## src/rtl/audio_sample_buffer_if.sv

```systemverilog
// audio_sample_buffer_if
// Groups the producer handshake and the serialiser-facing outputs of the
// audio sample buffer into one bundle.
//   in_data      : stereo sample {left[31:16], right[15:0]} from the producer
//   in_valid     : producer has a sample on in_data
//   in_ready     : buffer can accept a sample this cycle
//   mute         : force silence on aud_data without stalling the FIFO
//   underrun_clr : clears the sticky underrun flag
//   aud_data     : sample presented to the serialiser, held for a whole frame
//   sample_tick  : one-cycle pulse in the cycle aud_data takes a new value
//   fill         : FIFO occupancy, 0..DEPTH
//   underrun     : sticky flag, a frame found the FIFO empty
// master = producer/consumer side, slave = the buffer itself.
`timescale 1ns/1ps
interface audio_sample_buffer_if #(
    parameter int AW = 4
);
    logic [31:0] in_data;
    logic        in_valid;
    logic        in_ready;
    logic        mute;
    logic        underrun_clr;
    logic [31:0] aud_data;
    logic        sample_tick;
    logic [AW:0] fill;
    logic        underrun;

    modport master (
        output in_data, in_valid, mute, underrun_clr,
        input  in_ready, aud_data, sample_tick, fill, underrun
    );

    modport slave (
        input  in_data, in_valid, mute, underrun_clr,
        output in_ready, aud_data, sample_tick, fill, underrun
    );
endinterface

```

## src/rtl/audio_sample_buffer.sv

```systemverilog
// audio_sample_buffer
// Stereo sample FIFO plus frame-rate pacer feeding the WM8731 PCM serialiser.
// A producer pushes samples over a valid/ready handshake; one sample is
// released per FRAME_LEN-cycle frame, at frame count UPDATE_PHASE, and held
// on aud_data for the whole frame so the serialiser may latch it anywhere.
// Ports:
//   clk_12 : 12 MHz codec clock, rising edge
//   rst_n  : asynchronous active-low reset
//   bus    : audio_sample_buffer_if.slave (handshake, mute, status, output)
`timescale 1ns/1ps
module audio_sample_buffer #(
    parameter int DEPTH        = 16,
    parameter int AW           = 4,
    parameter int FRAME_LEN    = 251,
    parameter int UPDATE_PHASE = 125
) (
    input  logic                   clk_12,
    input  logic                   rst_n,
    audio_sample_buffer_if.slave   bus
);

    localparam int             FCW     = $clog2(FRAME_LEN);
    localparam logic [AW:0]    FULL    = (AW+1)'(DEPTH);
    localparam logic [FCW-1:0] FC_LAST = FCW'(FRAME_LEN - 1);
    localparam logic [FCW-1:0] FC_UPD  = FCW'(UPDATE_PHASE);

    logic [FCW-1:0] fc_q, fc_d;
    logic [AW-1:0]  wr_ptr_q, wr_ptr_d;
    logic [AW-1:0]  rd_ptr_q, rd_ptr_d;
    logic [AW:0]    fill_q, fill_d;
    logic [31:0]    aud_data_q, aud_data_d;
    logic           sample_tick_q, sample_tick_d;
    logic           underrun_q, underrun_d;
    logic [31:0]    mem_q [DEPTH];

    logic           update;
    logic           fifo_empty;
    logic           push;
    logic           pop;

    // Ready ignores a same-cycle pop on purpose: a full FIFO never accepts,
    // which keeps in_ready a simple function of registered state.
    assign bus.in_ready = rst_n && (fill_q != FULL);

    always_comb begin
        update     = (fc_q == FC_UPD);
        fifo_empty = (fill_q == '0);
        push       = bus.in_valid && bus.in_ready;
        // Emptiness is judged on the registered fill, so a write landing on
        // the update edge is not bypassed to the output.
        pop        = update && !fifo_empty;
    end

    always_comb begin
        fc_d     = (fc_q == FC_LAST) ? '0 : fc_q + 1'b1;
        wr_ptr_d = push ? wr_ptr_q + 1'b1 : wr_ptr_q;
        rd_ptr_d = pop  ? rd_ptr_q + 1'b1 : rd_ptr_q;

        case ({push, pop})
            2'b10:   fill_d = fill_q + 1'b1;
            2'b01:   fill_d = fill_q - 1'b1;
            default: fill_d = fill_q;
        endcase

        // Muting still pops, so the drain rate is the same either way.
        aud_data_d = aud_data_q;
        if (update) begin
            aud_data_d = (pop && !bus.mute) ? mem_q[rd_ptr_q] : '0;
        end
        sample_tick_d = update;

        // A new underrun outranks a clear on the same edge.
        underrun_d = underrun_q;
        if (update && fifo_empty) begin
            underrun_d = 1'b1;
        end else if (bus.underrun_clr) begin
            underrun_d = 1'b0;
        end
    end

    always_ff @(posedge clk_12 or negedge rst_n) begin
        if (!rst_n) begin
            fc_q          <= '0;
            wr_ptr_q      <= '0;
            rd_ptr_q      <= '0;
            fill_q        <= '0;
            aud_data_q    <= '0;
            sample_tick_q <= 1'b0;
            underrun_q    <= 1'b0;
        end else begin
            fc_q          <= fc_d;
            wr_ptr_q      <= wr_ptr_d;
            rd_ptr_q      <= rd_ptr_d;
            fill_q        <= fill_d;
            aud_data_q    <= aud_data_d;
            sample_tick_q <= sample_tick_d;
            underrun_q    <= underrun_d;
        end
    end

    // Sample storage needs no reset: contents are only read behind fill.
    always_ff @(posedge clk_12) begin
        if (push) begin
            mem_q[wr_ptr_q] <= bus.in_data;
        end
    end

    assign bus.aud_data    = aud_data_q;
    assign bus.sample_tick = sample_tick_q;
    assign bus.fill        = fill_q;
    assign bus.underrun    = underrun_q;

endmodule

```

## src/flat_wrapper.sv

```systemverilog
// flat-port wrapper written by rule: the top's interface ports become plain ports
module audio_sample_buffer_flat 
#(
    parameter int DEPTH        = 16,
    parameter int AW           = 4,
    parameter int FRAME_LEN    = 251,
    parameter int UPDATE_PHASE = 125
)
  (clk_12, rst_n, bus_in_data, bus_in_valid, bus_mute, bus_underrun_clr, bus_in_ready, bus_aud_data, bus_sample_tick, bus_fill, bus_underrun);
  audio_sample_buffer_if #(.AW(AW)) bus_i ();
  input  logic clk_12;
  input  logic rst_n;
  input wire logic [$bits(bus_i.in_data)-1:0] bus_in_data;
  input wire logic [$bits(bus_i.in_valid)-1:0] bus_in_valid;
  input wire logic [$bits(bus_i.mute)-1:0] bus_mute;
  input wire logic [$bits(bus_i.underrun_clr)-1:0] bus_underrun_clr;
  output wire logic [$bits(bus_i.in_ready)-1:0] bus_in_ready;
  output wire logic [$bits(bus_i.aud_data)-1:0] bus_aud_data;
  output wire logic [$bits(bus_i.sample_tick)-1:0] bus_sample_tick;
  output wire logic [$bits(bus_i.fill)-1:0] bus_fill;
  output wire logic [$bits(bus_i.underrun)-1:0] bus_underrun;
  assign bus_i.in_data = bus_in_data;
  assign bus_i.in_valid = bus_in_valid;
  assign bus_i.mute = bus_mute;
  assign bus_i.underrun_clr = bus_underrun_clr;
  assign bus_in_ready = bus_i.in_ready;
  assign bus_aud_data = bus_i.aud_data;
  assign bus_sample_tick = bus_i.sample_tick;
  assign bus_fill = bus_i.fill;
  assign bus_underrun = bus_i.underrun;
  audio_sample_buffer #(.DEPTH(DEPTH), .AW(AW), .FRAME_LEN(FRAME_LEN), .UPDATE_PHASE(UPDATE_PHASE)) u_core (.clk_12(clk_12), .rst_n(rst_n), .bus(bus_i));
endmodule
```

## config.mk

```make
export PLATFORM = sky130hd
export DESIGN_NAME = audio_sample_buffer_flat
export DESIGN_NICKNAME = d
export VERILOG_FILES = /design/src/rtl/audio_sample_buffer_if.sv /design/src/rtl/audio_sample_buffer.sv /design/src/flat_wrapper.sv
export SDC_FILE = /design/constraint.sdc
export NUM_CORES = 1
export LEC_CHECK = 0
export BUFFER_PORTS_ARGS = -buffer_cell sky130_fd_sc_hd__buf_2
export CORE_MARGIN = 8
export CORE_UTILIZATION = 25
export DETAILED_ROUTE_END_ITERATION = 8
export HOLD_SLACK_MARGIN = 0.02
export SLEW_MARGIN = 30
export SYNTH_ARGS = -nofsm -noshare
export SYNTH_HDL_FRONTEND = slang
export SYNTH_SLANG_ARGS = --single-unit
```

## constraint.sdc

```tcl
create_clock -name clk_12 -period 4.8 [get_ports clk_12]
set_input_delay 0.24 -clock clk_12 [delete_from_list [all_inputs] [get_ports clk_12]]
set_output_delay 0.24 -clock clk_12 [all_outputs]
set_load 0.005 [all_outputs]
```

-- After elaboration in Yosys (flattened, before gate mapping)
Memories as Yosys holds them, arrays and structs flattened.
Index checks and enable logic that the tools add are counted.
- register bits after elaboration: 55
- bits in writable memories: 512
- input bits: 37
- output and inout bits: 40
- word-level logic and storage cells: 35
- memories: 1
- add/sub/neg operators: 5
- equality and inequality tests: 5
- muxes and demuxes: 7
- reductions and logical operators: 10
- memories (memory ; depth ; bits a word ; read ports ; clocked after Yosys merged registers in ; wr ports ; RTL line ; RTL):
    u_core.mem_q ; 16 ; 32 ; 1 ; 0 ; 1 ; audio_sample_buffer.sv:34 ; logic [31:0] mem_q [DEPTH];
- operators with widths (kind ; count):
    two-way mux 32 bit ; 1
    one-hot mux 5 bit (2 select lines) ; 1
    adder 4 x 1 -> 4 bit, second input constant ; 2
    adder 8 x 1 -> 8 bit, second input constant ; 1
    equality test 8 x 7 -> 1 bit, second input constant ; 1
    equality test 8 bit, second input constant ; 1
    two-way mux 8 bit ; 1
    adder 5 x 1 -> 5 bit, second input constant ; 1
    logical AND 1 bit ; 5
    zero test 5 bit ; 1
    != test 5 bit, second input constant ; 1
    subtractor 5 x 1 -> 5 bit, second input constant ; 1
    two-way mux 1 bit ; 4
    nonzero test 2 bit ; 2
    equality test 2 x 1 -> 1 bit, second input constant ; 1
    equality test 2 bit, second input constant ; 1
    zero test 1 bit ; 2

-- Longest topological paths before layout
- depth in word-level cells: 5
- gate-level depth with buffers: 12
- gate-level depth less buffers: 11

-- Worst setup path before layout
Ideal clock, no wire load.
- kind: reg2reg
- start: register u_core.fill_q[2], in the netlist u_core.bus.fill[2]
- end: memory u_core.mem_q[3][0] (enable)
- setup time: 0.461 ns
- arrival time: 3.435 ns
- data required time: 4.339 ns
- path slack: 0.904 ns
- stages on the path, launching flop included: 6
- path buffers: 1
- clock period less this slack: 3.896 ns
- path through: dfrtp_1 > buf_2 > nor4_4 > a211oi_4 > nand2_1 > nor3_1
- cells in the longest elaborated chain, start to end: 5
- RTL lines (what ; RTL line ; RTL):
    start: declaration ; audio_sample_buffer.sv:30 ; logic [AW:0] fill_q, fill_d;
    start signal: assignment ; audio_sample_buffer.sv:94 ; fill_q <= fill_d;
    != test 5 bit ; audio_sample_buffer.sv:43 ; assign bus.in_ready = rst_n && (fill_q != FULL);
    logical AND 1 bit ; audio_sample_buffer.sv:43 ;
    logical AND 1 bit ; audio_sample_buffer.sv:48 ; push = bus.in_valid && bus.in_ready;
    two-way mux 1 bit ; audio_sample_buffer.sv:103 ; if (push) begin
    two-way mux 1 bit (not written as such) ; audio_sample_buffer.sv:104 ; mem_q[wr_ptr_q] <= bus.in_data;
    end: declaration ; audio_sample_buffer.sv:34 ;
No other way between the ends.

-- Worst setup path after layout
- start: register u_core.fill_q[1], in the netlist u_core.bus.fill[1]
- end: memory u_core.mem_q[7][19] (enable)
The elaborated chain is that of the path after synthesis.

==> metrics.txt <==
Core ar.=86890 um2; Register Area=16760 um2; area of the mapped netlist=21940 um2; Distinct cells, synth=48; Post-DP HPWL=30.00 mm; DRT antenna net count=0; GRT Util Overall=10.22%; CP Class=reg2reg; DR vias=10480; initial antenna violation count=2; Synth Register Bits=567; Synth Area in XOR/XNOR=0.5988%; Core Rows=108; Synth area leaders=edfxtp_1, mux4_2, dfrtp_1; Remaining DRCs=0; die area=97500 um2; period utilization=approximately 67%; Syn Inst Count=just over 1000; setup violators final=0; Root Driver=clkbuf_16; Initial Util=25.25%; worst-skew pair later-pin latency=0.61 ns; vias in the first global route=11080; Post-synth top flop=edfxtp_1; share of the synthesized area in the top cell type=70.07%; drt wl/cell=21.45 um; nets@finish=1215; RePlAce Congestion=0.6960; CTS tree=yes; outcome=completed; largest net degree at the start of global routing=72; fin crit period=about 3.2 ns; Overflow after GRT=0; Synth-to-Final Area Change=20.99%; Worst Tran Pin Value=between 0.8 and 0.9 ns; Max Clock Freq=311.9 MHz; RSZ-0062 raised after global routing=false; Post-CTS Hold Buffers=31; worst clock skew=0.02669 ns; width of the chip=312.3 um; EDFF count, synth=just over 500; largest family of logic cells by synthesized area=multiplexers; Die H=312.3 um; critical path required time=5.06 ns; area occupied by multi-input gates=4957 um2; adder-cell area share of the yosys netlist=0.6843%; Psw=~2400 uW; largest area contributor in the netlist=edfxtp_1; multiplexer share of the synthesized area=between 15 and 20%; share of cells above drive strength 1=31.38%; Peak VDD IR=~0.00028 V; Clock transition at path regs=about 0.06 ns; First DRT Iteration DRCs=752; sw frac=21.40%; number of port buffers=76; I/O pin total=slightly below 80; Synth async-reset ratio=9.700%; Pwr per Cell Area=421.2 nW/um2; H-tree levels=2; Syn Area/Cell=21.64 um2; Layout Utilization=30.55%; Post-CTS Resized=0; Final Hold Vio Count=0; fin. max-slew vios=0; sequential area share after synthesis=about three quarters; power share of the combinational group=5.8%; Placed Cells=2231; Finished Layout Cells=between 2000 and 2500; Worst EP arrival=~3.5 ns; Clock Tree Buf Depth=3; top cells by count, synth=edfxtp_1, mux4_2, dfrtp_1; postcts setup bufs=0; part of the power in the clock network=a little over two fifths; simple-gate share of the synthesized area=about 1.7%; Flop pwr share=roughly half; Critical Path Source Type=flop; critical path peak fanout=17; drt total wl=50.83 mm; filler instances=between 8000 and 9000; Pre-antenna DRT Iters=5; Syn Nets=1063; most common cell in the netlist=edfxtp_1; setup_tns=0 ns; # clock sinks=567; internal power=8788 uW; crit end category=flop; compound-cell area share of the yosys netlist=2.697%; Rel. slew slack=45.70%; maxcap violations=0; worst hold path class=in2reg; global-route wire length before repair=roughly 75 mm; total leakage power=0.008631 uW; yosys warns=0; post-DR vias/cell=4.420; number of buffers created by CTS=56
## flip-flops by register name, summed over array words and instances (netlist names)
register,flops
u_core.rd_ptr_q,4
u_core.mem_q,512
u_core.bus.underrun,1
u_core.fc_q,8
u_core.bus.sample_tick,1
u_core.bus.fill,5
u_core.wr_ptr_q,4
u_core.bus.aud_data,32
## final timing paths
kind | startpoint | endpoint | slack (ns) | cells after the start
min reg2reg | u_core.fc_q[7] | u_core.fc_q[7] | 0.52 | 1
max reg2reg | u_core.bus.fill[1] | u_core.mem_q[7][19] | 1.59 | 5
min | bus_in_data[29] | u_core.mem_q[7][29] | 0.05 | 1
min in group asynchronous | rst_n | u_core.bus.aud_data[8] | 0.31 | 3
max in group asynchronous | rst_n | u_core.rd_ptr_q[1] | 3.92 | 3
max | u_core.bus.fill[1] | u_core.mem_q[7][19] | 1.59 | 5
## per-stage QoR
stage	worst slack, ns	hold WS [ns]	total power (uW)	cell area, um2
3_5_place_dp	1.595	0.4375	6496	24170
2_1_floorplan	0.9036	-0.05559	6133	21940
4_1_cts	1.564	0.02201	11290	26530
3_3_place_gp	1.658	0.4398	6423	23770
6_report	1.594	0.05058	11180	26550
5_1_grt	1.377	0.02746	11550	26550
## power groups by stage
stage                     registers [uW]  clock network [uW]  logic (uW)
after floorplan                     5820                   0         313
after global placement              5850                   0         574
after detailed placement            5860                   0         632
after CTS                           5760                4870         659
after global routing                5780                5060         705
final                               5760                4770         648
## cell families (layout without fill, tap and decap cells)
kind of cell | count (synthesis) | after routing
flops | 567 | 567
compound gates | 87 | 87
buf+inv | 65 | 265
xor+xnor | 15 | 15
simple gates | 73 | 73
mux | 195 | 195
other cells | 0 | 1
fa+ha+maj | 12 | 12
## area by class of cell
class | count | share of cell area, %
Multi-Input combinational cell | 382 | 18.67
Antenna cell | 1 | 0.009427
Clock inverter | 29 | 1.716
Tap cell | 1155 | 5.444
Inverter | 12 | 0.1697
Clock buffer | 77 | 6.000
Timing Repair Buffer | 147 | 4.841
Sequential cell | 567 | 63.15
## cell usage in the layout, fill, tap and decap left out, drive strengths merged, types with 12 or more instances in the layout
cell type    count
nor2            22
mux2            33
a22oi           32
mux4           124
dlygate4sd3     32
o21ai           38
mux2i           38
buf            115
inv             13
dfrtp           55
clkbuf          77
nand2           18
ha              12
edfxtp         512
## critical path: stages (launching register included)
cell and delay, ns:
dfrtp_1 0.52, nor4_4 0.15, a211oi_4 0.59, nand2_1 0.41
nor2_4 0.71, buf_4 0.45
## routing by layer
metal | up-vias | routed length, um | track usage (%)
li1 | 4514 | - | -
met1 | 5601 | 22680 | 13.96
met2 | 292 | 24000 | 16.14
met3 | 67 | 3007 | 2.449
met4 | 2 | 1136 | 2.988
met5 | - | 13 | 0
Power figures use the tool's default switching activity.
